===== config.mk =====
export PLATFORM = sky130hd
export DESIGN_NAME = pc_unit
export DESIGN_NICKNAME = d
export VERILOG_FILES = /design/src/rtl/pc_pkg.sv /design/src/rtl/pc_ras.sv /design/src/rtl/pc_unit.sv
export SDC_FILE = /design/constraint.sdc
export NUM_CORES = 1
export LEC_CHECK = 0
export CORE_ASPECT_RATIO = 0.6
export CORE_MARGIN = 2
export CORE_UTILIZATION = 61
export CTS_BUF_LIST = sky130_fd_sc_hd__clkbuf_2
export CTS_CLUSTER_DIAMETER = 80
export DETAILED_ROUTE_END_ITERATION = 8
export PLACE_DENSITY = 0.88
export SYNTH_ARGS = -nofsm -noshare
export SYNTH_HDL_FRONTEND = slang
export SYNTH_SLANG_ARGS = --single-unit
export TNS_END_PERCENT = 10

===== constraint.sdc =====
create_clock -name clk -period 13.4 [get_ports clk]
set_input_delay 1.34 -clock clk [delete_from_list [all_inputs] [get_ports clk]]
set_output_delay 1.34 -clock clk [all_outputs]
set_load 0.05 [all_outputs]

===== src/rtl/pc_pkg.sv =====
// pc_pkg: shared state and next-PC select encodings for the program-counter unit.
package pc_pkg;
    typedef enum logic [1:0] {BOOT, RUN, HALTED} state_e;
    typedef enum logic [2:0] {SEL_EXC, SEL_BR, SEL_RET, SEL_SEQ, SEL_HOLD} sel_e;
endpackage


===== src/rtl/pc_ras.sv =====
// pc_ras: circular return-address stack; a push when full overwrites the oldest entry.
module pc_ras #(
    parameter int DATA_WIDTH = 64,
    parameter int RAS_DEPTH  = 4
) (
    input  logic                         clk,
    input  logic                         rst,
    input  logic                         push_i,
    input  logic                         pop_i,
    input  logic                         flush_i,
    input  logic [DATA_WIDTH-1:0]        link_i,
    output logic [DATA_WIDTH-1:0]        top_o,
    output logic [$clog2(RAS_DEPTH):0]   count_o
);
    localparam int PW = $clog2(RAS_DEPTH);

    logic [DATA_WIDTH-1:0] mem_q [RAS_DEPTH];
    logic [PW-1:0]         ptr_q, ptr_d, wr_idx;
    logic [PW:0]           count_q, count_d;
    logic                  empty, full;

    assign empty   = count_q == '0;
    assign full    = count_q == (PW+1)'(RAS_DEPTH);
    assign top_o   = mem_q[ptr_q - 1'b1];
    assign count_o = count_q;
    // push+pop replaces the current top instead of moving the pointer
    assign wr_idx  = pop_i ? ptr_q - 1'b1 : ptr_q;

    always_comb begin
        ptr_d   = ptr_q;
        count_d = count_q;
        if (flush_i) begin
            ptr_d   = '0;
            count_d = '0;
        end else if (push_i && !pop_i) begin
            ptr_d   = ptr_q + 1'b1;
            count_d = full ? count_q : count_q + 1'b1;
        end else if (pop_i && !push_i && !empty) begin
            ptr_d   = ptr_q - 1'b1;
            count_d = count_q - 1'b1;
        end
    end

    always_ff @(posedge clk or posedge rst) begin
        if (rst) begin
            ptr_q   <= '0;
            count_q <= '0;
        end else begin
            ptr_q   <= ptr_d;
            count_q <= count_d;
        end
    end

    always_ff @(posedge clk) begin
        if (push_i && !flush_i) mem_q[wr_idx] <= link_i;
    end
endmodule


===== src/rtl/pc_unit.sv =====
// pc_unit: fetch PC register with boot/run/halt control, prioritised next-PC
// selection (exception, branch, RAS return, sequential) and fetch handshake.
module pc_unit
    import pc_pkg::*;
#(
    parameter int                    DATA_WIDTH   = 64,
    parameter logic [DATA_WIDTH-1:0] RESET_VECTOR = '0,
    parameter logic [DATA_WIDTH-1:0] EXC_VECTOR   = DATA_WIDTH'('h400),
    parameter int                    INSTR_BYTES  = 4,
    parameter int                    RAS_DEPTH    = 4
) (
    input  logic                        clk,
    input  logic                        reset,
    input  logic                        fetch_ready,
    output logic                        fetch_valid,
    output logic [DATA_WIDTH-1:0]       currentPc,
    input  logic                        branch_taken,
    input  logic [DATA_WIDTH-1:0]       branch_target,
    input  logic                        call,
    input  logic [DATA_WIDTH-1:0]       call_link,
    input  logic                        ret,
    input  logic                        exc_req,
    input  logic                        halt_req,
    input  logic                        resume,
    output logic [$clog2(RAS_DEPTH):0]  ras_count
);
    localparam logic [DATA_WIDTH-1:0] ALIGN_MASK = ~DATA_WIDTH'(INSTR_BYTES - 1);

    state_e                state_q, state_d;
    sel_e                  sel;
    logic [DATA_WIDTH-1:0] pc_q, pc_d, raw_pc, ras_top;
    logic                  active, fire, has_ras;

    assign fetch_valid = state_q == RUN;
    assign currentPc   = pc_q;
    assign fire        = fetch_valid && fetch_ready;
    assign active      = state_q != HALTED;
    assign has_ras     = ras_count != '0;

    // only exc_req is honoured while halted
    assign sel = exc_req      ? SEL_EXC :
                 !active      ? SEL_HOLD :
                 branch_taken ? SEL_BR :
                 ret          ? SEL_RET :
                 fire         ? SEL_SEQ : SEL_HOLD;

    assign raw_pc = sel == SEL_EXC ? EXC_VECTOR :
                    sel == SEL_BR  ? branch_target :
                    sel == SEL_RET ? (has_ras ? ras_top : branch_target) :
                    sel == SEL_SEQ ? pc_q + DATA_WIDTH'(INSTR_BYTES) : pc_q;
    assign pc_d   = raw_pc & ALIGN_MASK;

    always_comb begin
        state_d = state_q;
        case (state_q)
            BOOT:    state_d = RUN;
            RUN:     state_d = halt_req && !exc_req ? HALTED : RUN;
            HALTED:  state_d = resume || exc_req ? RUN : HALTED;
            default: state_d = BOOT;
        endcase
    end

    always_ff @(posedge clk or posedge reset) begin
        if (reset) begin
            state_q <= BOOT;
            pc_q    <= RESET_VECTOR;
        end else begin
            state_q <= state_d;
            pc_q    <= pc_d;
        end
    end

    pc_ras #(.DATA_WIDTH(DATA_WIDTH), .RAS_DEPTH(RAS_DEPTH)) u_ras (
        .clk     (clk),
        .rst     (reset),
        .push_i  (sel == SEL_BR && call),
        .pop_i   (sel == SEL_RET && has_ras),
        .flush_i (exc_req),
        .link_i  (call_link),
        .top_o   (ras_top),
        .count_o (ras_count)
    );
endmodule


### Yosys cells after proc, flatten, opt, wreduce, memory -nomap -nowiden

Memory sizes are Yosys's and may differ from the RTL's.
Index checks and enable logic that the tools add are counted.

| storage, ports and cells | value |
|---|---|
| register bits | 69 |
| bits in writable memories | 256 |
| output and inout port bits | 68 |
| logic and storage cells | 61 |
| memories | 1 |

Memories:

| name | words | bits a word | rd ports | clocked after memory_dff | write ports | line | RTL |
|---|---|---|---|---|---|---|---|
| u_ras.mem_q | 4 | 64 | 1 | 0 | 1 | pc_ras.sv:17 | `logic [DATA_WIDTH-1:0] mem_q [RAS_DEPTH];` |

| cells by class | value |
|---|---|
| $add $sub $neg | 5 |
| eq/ne operators | 8 |
| multiplexer cells | 23 |
| reduce and logical (&&, ||, !) cells | 20 |

Operators with widths:

| operator | number |
|---|---|
| $mux W64 | 5 |
| $add A64 B3 Y64 const B | 1 |
| $mux W3 | 9 |
| $mux W2 | 6 |
| $logic_and A1 B1 Y1 | 8 |
| $eq A3 B2 Y1 const B | 2 |
| $logic_not A3 Y1 | 2 |
| $pmux W2 S3 | 1 |
| $reduce_bool A3 Y1 | 2 |
| $logic_not A1 Y1 | 4 |
| $reduce_bool A4 Y1 | 1 |
| $add A3 B1 Y3 const B | 1 |
| $eq A3 B1 Y1 const B | 1 |
| $eq A3 B3 Y1 const B | 1 |
| $ne A3 B3 Y1 const B | 1 |
| $sub A3 B1 Y3 const B | 1 |
| $add A2 B1 Y2 const B | 1 |
| $eq A2 B1 Y1 const B | 1 |
| $eq A2 B2 Y1 const B | 1 |
| $logic_not A2 Y1 | 1 |
| $mux W1 | 2 |
| $ne A2 B2 Y1 const B | 1 |
| $reduce_and A2 Y1 | 1 |
| $sub A2 B1 Y2 const B | 1 |
| $logic_or A1 B1 Y1 | 1 |

### Longest topological paths before layout

| depth | value |
|---|---|
| depth after elaboration | 15 |
| mapped depth | 11 |
| mapped depth without buffers | 7 |

### Cells and area by module

A second synthesis with hierarchy kept.

| second synthesis, totals | value |
|---|---|
| cell total of the unflattened synthesis | 1,004 |
| area total of the unflattened synthesis | 14,545.2 µm² |

Modules (own cells, without submodules):

| module | times used | cells an instance | area each (µm²) | sequential area each (µm²) |
|---|---|---|---|---|
| pc_ras | 1 | 391 | 9,684.3 | 7,812.5 |
| pc_unit | 1 | 613 | 4,860.9 | 1,601.5 |

### Least setup slack after synthesis

OpenSTA, ideal clock, no wires.

| path | value |
|---|---|
| path kind | input port to flip-flop |
| start point | input branch_taken |
| end point | memory u_ras.mem_q[2][10] (enable) |
| arrival | 6.483 ns |
| data required time | 12.829 ns |
| path slack | 6.346 ns |
| cell stages on the path | 4 |
| path buffers | 1 |
| cell sequence | buf_2 > nor2b_1 > nand3_1 > nor3b_1 |

| on the way | value |
|---|---|
| word-level cells in the longest chain between the ends | 8 |
| elaborated cells between the ends (all ways) | 11 |

RTL lines:

| item | line | RTL |
|---|---|---|
| start: declaration | pc_unit.sv:17 | `input logic branch_taken,` |
| $mux W3 * | pc_unit.sv:43 | `branch_taken ? SEL_BR :` |
| $mux W3 * | pc_unit.sv:42 | `!active ? SEL_HOLD :` |
| $mux W3 * | pc_unit.sv:41 | `assign sel = exc_req ? SEL_EXC :` |
| $eq A3 B1 Y1 | pc_unit.sv:76 | `.push_i (sel == SEL_BR && call),` |
| $logic_and A1 B1 Y1 | pc_unit.sv:76 |  |
| $logic_and A1 B1 Y1 | pc_ras.sv:55 | `if (push_i && !flush_i) mem_q[wr_idx] <= link_i;` |
| $mux W1 | pc_ras.sv:55 |  |
| $mux W1 (not written as such) | pc_ras.sv:55 |  |
| end: declaration | pc_ras.sv:17 |  |

Every way passes the cells marked *; elsewhere a longest branch is shown, timed or not.

### Final worst setup path

| path | value |
|---|---|
| start point | input branch_taken |
| end point | memory u_ras.mem_q[3][59] (enable) |

Same word-level chain as after synthesis.

==> summary.txt <==
Run status
  – Status: finished clean

Placement
  – Final Wtd Congestion: ~1
  – DP HPWL: around 29 mm
  – # port buffers: ~200
  – Area of placed instances: around 17,000 um^2

Final layout
  – Multi-input gate area: 5330 um^2
  – Fill cells: approximately 1,600
  – Post-layout instance area: between 15,000 and 20,000 um^2
  – Area Overhead vs Synth: 20.3%
  – Seq. cell area: a little over 9000 um^2
  – Layout cells sized above 1: 18.5%
  – Final net count: 1,451
  – Fin util: between 70% and 80%

Floorplan
  – Die height: 125 um
  – FP Rows: between 40 and 50
  – Total die area: between 20,000 and 30,000 um^2
  – Area of the core: 24,000 um^2
  – Die span in x: ~200 um
  – Starting Density: approximately 62%
  – I/O pin total: 205

Worst hold path
  – Hold Path Depth: 1
  – Hold/Removal Path Class: register to register

Global routing
  – Pin count of the biggest net entering global routing: 70
  – Total grt overflow: 0
  – GR Util All Layers: between 30 and 40%
  – First-pass GRT wire length: 67.2 mm
  – Vias in the first global route: about 11,000
  – Initial antenna violation count: 3

CTS
  – Clock Latency Late Sink: between 900 and 1000 ps
  – Num CTS Buffers: 71
  – TritonCTS Sinks: roughly 320
  – Worst-path clk slew: around 130 ps
  – Post-CTS Setup Bufs: 0
  – H-tree depth: 3
  – Post-cts resize count: 0
  – Cts hold-fix bufs: 0
  – TritonCTS clock tree: done
  – Worst-case clock buffer depth: 3
  – CTS Root Cell: clkbuf_2

Yosys
  – Number of synthesized flops with an enable pin: between 200 and 250
  – Mapped Cells: 1,084
  – Post-Syn Area: roughly 15,000 um^2
  – Post-synthesis compound-gate area fraction: 11.4%
  – Asr flop ratio synth: 21.8%
  – Top FF cell, synth: edfxtp_1
  – XOR/XNOR Fraction of Synth Area: about 1.7%
  – Post-synthesis mux area share: 10.2%
  – Simple-gate share of the synthesized area: 12.2%
  – Post-synthesis adder-cell area fraction: less than 1%
  – Sequential element share of the synthesized area: 62.0%
  – Main combinational cell family by area after synthesis: simple AND/OR/NAND/NOR gates
  – Yosys cell types: slightly below 80
  – Register bit total from synthesis: 317
  – Syn_area_per_cell: between 10 and 15 um^2
  – Synthesis Warnings: 0

Routing
  – DR iter-0 viols: around 1,600
  – Overall routed net length: 44.3 mm
  – DRC: 0
  – Vias per cell: 6.78
  – Antenna-violating nets left: 0
  – Total iterations of the first detailed-routing run: 6
  – DR vias: approximately 11,000
  – WL/cell: 26.2 um

Timing
  – Max Freq: between 200 and 250 MHz
  – Fin crit share: around a third
  – Final Hold Fails: 0
  – Hold WS: between 500 and 600 ps
  – Final setup viols: 0
  – Min Clock Period, post-route: roughly 4400 ps
  – Final Skew: between 90 and 100 ps
  – Fin Setup TNS: 0 ps
  – Slew headroom: a little over 30%
  – Slew Viols, Final: 0
  – Worst Max-Slew Pin Slew: between 1000 and 1500 ps
  – RSZ-0062 raised after global routing: no

Worst setup path
  – Highest net fanout along the worst path: 32
  – Critical-path top delay cell: and4_2
  – Crit path capture type: register
  – Req. time, crit path: roughly 14,000 ps
  – CP startpoint kind: input pin
  – Crit path largest cell delay: 910 ps
  – Worst-path cell chain: clkdlybuf4s50_1 > buf_4 > clkinv_1 > buf_4 > nand4_1 > and3_1 > and4_2 > buf_4
  – Setup CP Type: input pin to register
  – Cells on worst reg2reg path: 5
  – Crit path top cell by count: buf_4
  – Data arrival, critical path: around 5000 ps

Power and ir drop
  – Lkg Pwr: about 6 nW
  – Power density cells: 123 nW/um^2
  – Worst VDD drop: 0.0790 mV

Flow run
  – Max-cap violations: 0
[area by class of cell]
class	count	share of cell area (%)
flip-flops and latches	317	51.5
multi-input cells	681	29.9
repair buffers	223	12.2
clock buffers	104	2.92
well taps	322	2.26
clock inverters	21	0.794
inverters	18	0.379
diodes	3	0.0421
[Yosys cell counts (5+ instances only)]
cell type,number,area (um^2)
a211o_1,5,43.8
a211oi_1,5,37.5
a21o_1,8,60.1
a21oi_1,51,255
a221oi_1,6,52.6
a22o_1,8,70.1
a22oi_1,19,143
a31oi_1,8,50.1
a32oi_1,7,61.3
and2_1,6,37.5
and3_1,6,37.5
buf_1,11,41.3
buf_2,15,75.1
clkbuf_1,40,150
dfrtp_1,69,1730
edfxtp_1,248,7450
inv_1,17,63.8
mux2i_1,11,110
mux4_2,62,1400
nand2_1,80,300
nand2b_1,10,62.6
nand3_1,44,220
nand4_1,22,138
nor2_1,70,263
nor3_1,22,110
nor3_2,5,50.1
nor4_1,8,50.1
o21ai_0,46,230
o221ai_1,12,105
o22ai_1,30,188
o31ai_1,8,60.1
o32ai_1,5,43.8
or3_1,7,43.8
or4_1,5,37.5
xnor2_1,23,201
xor2_1,5,43.8
[state kept, by name, summed over array words and instances (netlist names)]
register	flops
u_ras.mem_q	248
currentPc	62
u_ras.count_o	3
state_q	2
u_ras.ptr_q	2
[per-stage QoR]
stage                     power [W]  setup WS, ps  instances
final                       0.00219          9020       1689
after global placement      0.00156          8340       1561
after detailed placement    0.00157          8210       1561
after global routing        0.00226          8970       1686
after CTS                   0.00218          9180       1686
after floorplan             0.00140          6350       1085
[final timing paths]
kind                                  start                 end  slack [ps]
min reg2reg                   currentPc[63]       currentPc[63]         530
min in group asynchronous             reset       currentPc[48]        1000
min                           currentPc[63]       currentPc[63]         530
max in group asynchronous             reset      u_ras.ptr_q[0]       11660
max reg2reg                u_ras.count_o[0]  u_ras.mem_q[3][59]        9730
max                            branch_taken  u_ras.mem_q[3][59]        9020
[layout by cell type, fill, tap and decap left out, types with 10 or more instances in the layout]
| master | n |
|---|---|
| dfrtp_1 | 67 |
| nor3_1 | 19 |
| inv_1 | 16 |
| a21oi_1 | 51 |
| edfxtp_1 | 248 |
| buf_4 | 25 |
| clkinv_1 | 10 |
| nand4_1 | 22 |
| nor2_1 | 70 |
| clkdlybuf4s50_1 | 197 |
| xnor2_1 | 23 |
| clkbuf_2 | 104 |
| nand2b_1 | 10 |
| o221ai_1 | 12 |
| a22oi_1 | 19 |
| mux4_2 | 62 |
| o21ai_0 | 46 |
| mux2i_1 | 11 |
| nand2_1 | 80 |
| o22ai_1 | 30 |
| nand3_1 | 44 |
[report_power, final]
group	internal [W]	switching, W	total (W)
clock network	0.000246	0.000385	0.000632
logic	0.000164	0.000243	0.000407
registers	0.00109	0.0000530	0.00115
[logic make-up (layout without fill, tap and decap cells)]
logic type | count (synthesis) | count (layout)
AO/OA/AOI/OAI | 248 | 248
other | 1 | 5
multiplexers | 73 | 73
XOR/XNOR | 28 | 28
AND/OR/NAND/NOR | 328 | 328
buffers and inverters | 87 | 366
adder cells (fa/ha/maj) | 2 | 2
flip-flops | 317 | 317
[per-layer routing]
metal  vias up  GRT usage (%)  share of wire (%)
met1      5572           51.9                 39
met5         -              0                  0
met2       937           50.4                 43
met4         0           11.6                3.0
met3       130           12.5                 15
li1       4810              -                  -
[critical path, delay by kind of cell]
family,cells,cell delay (ps)
buf+inv,5,2330
simple gates,3,1190
(Power assumes the default switching activity.)
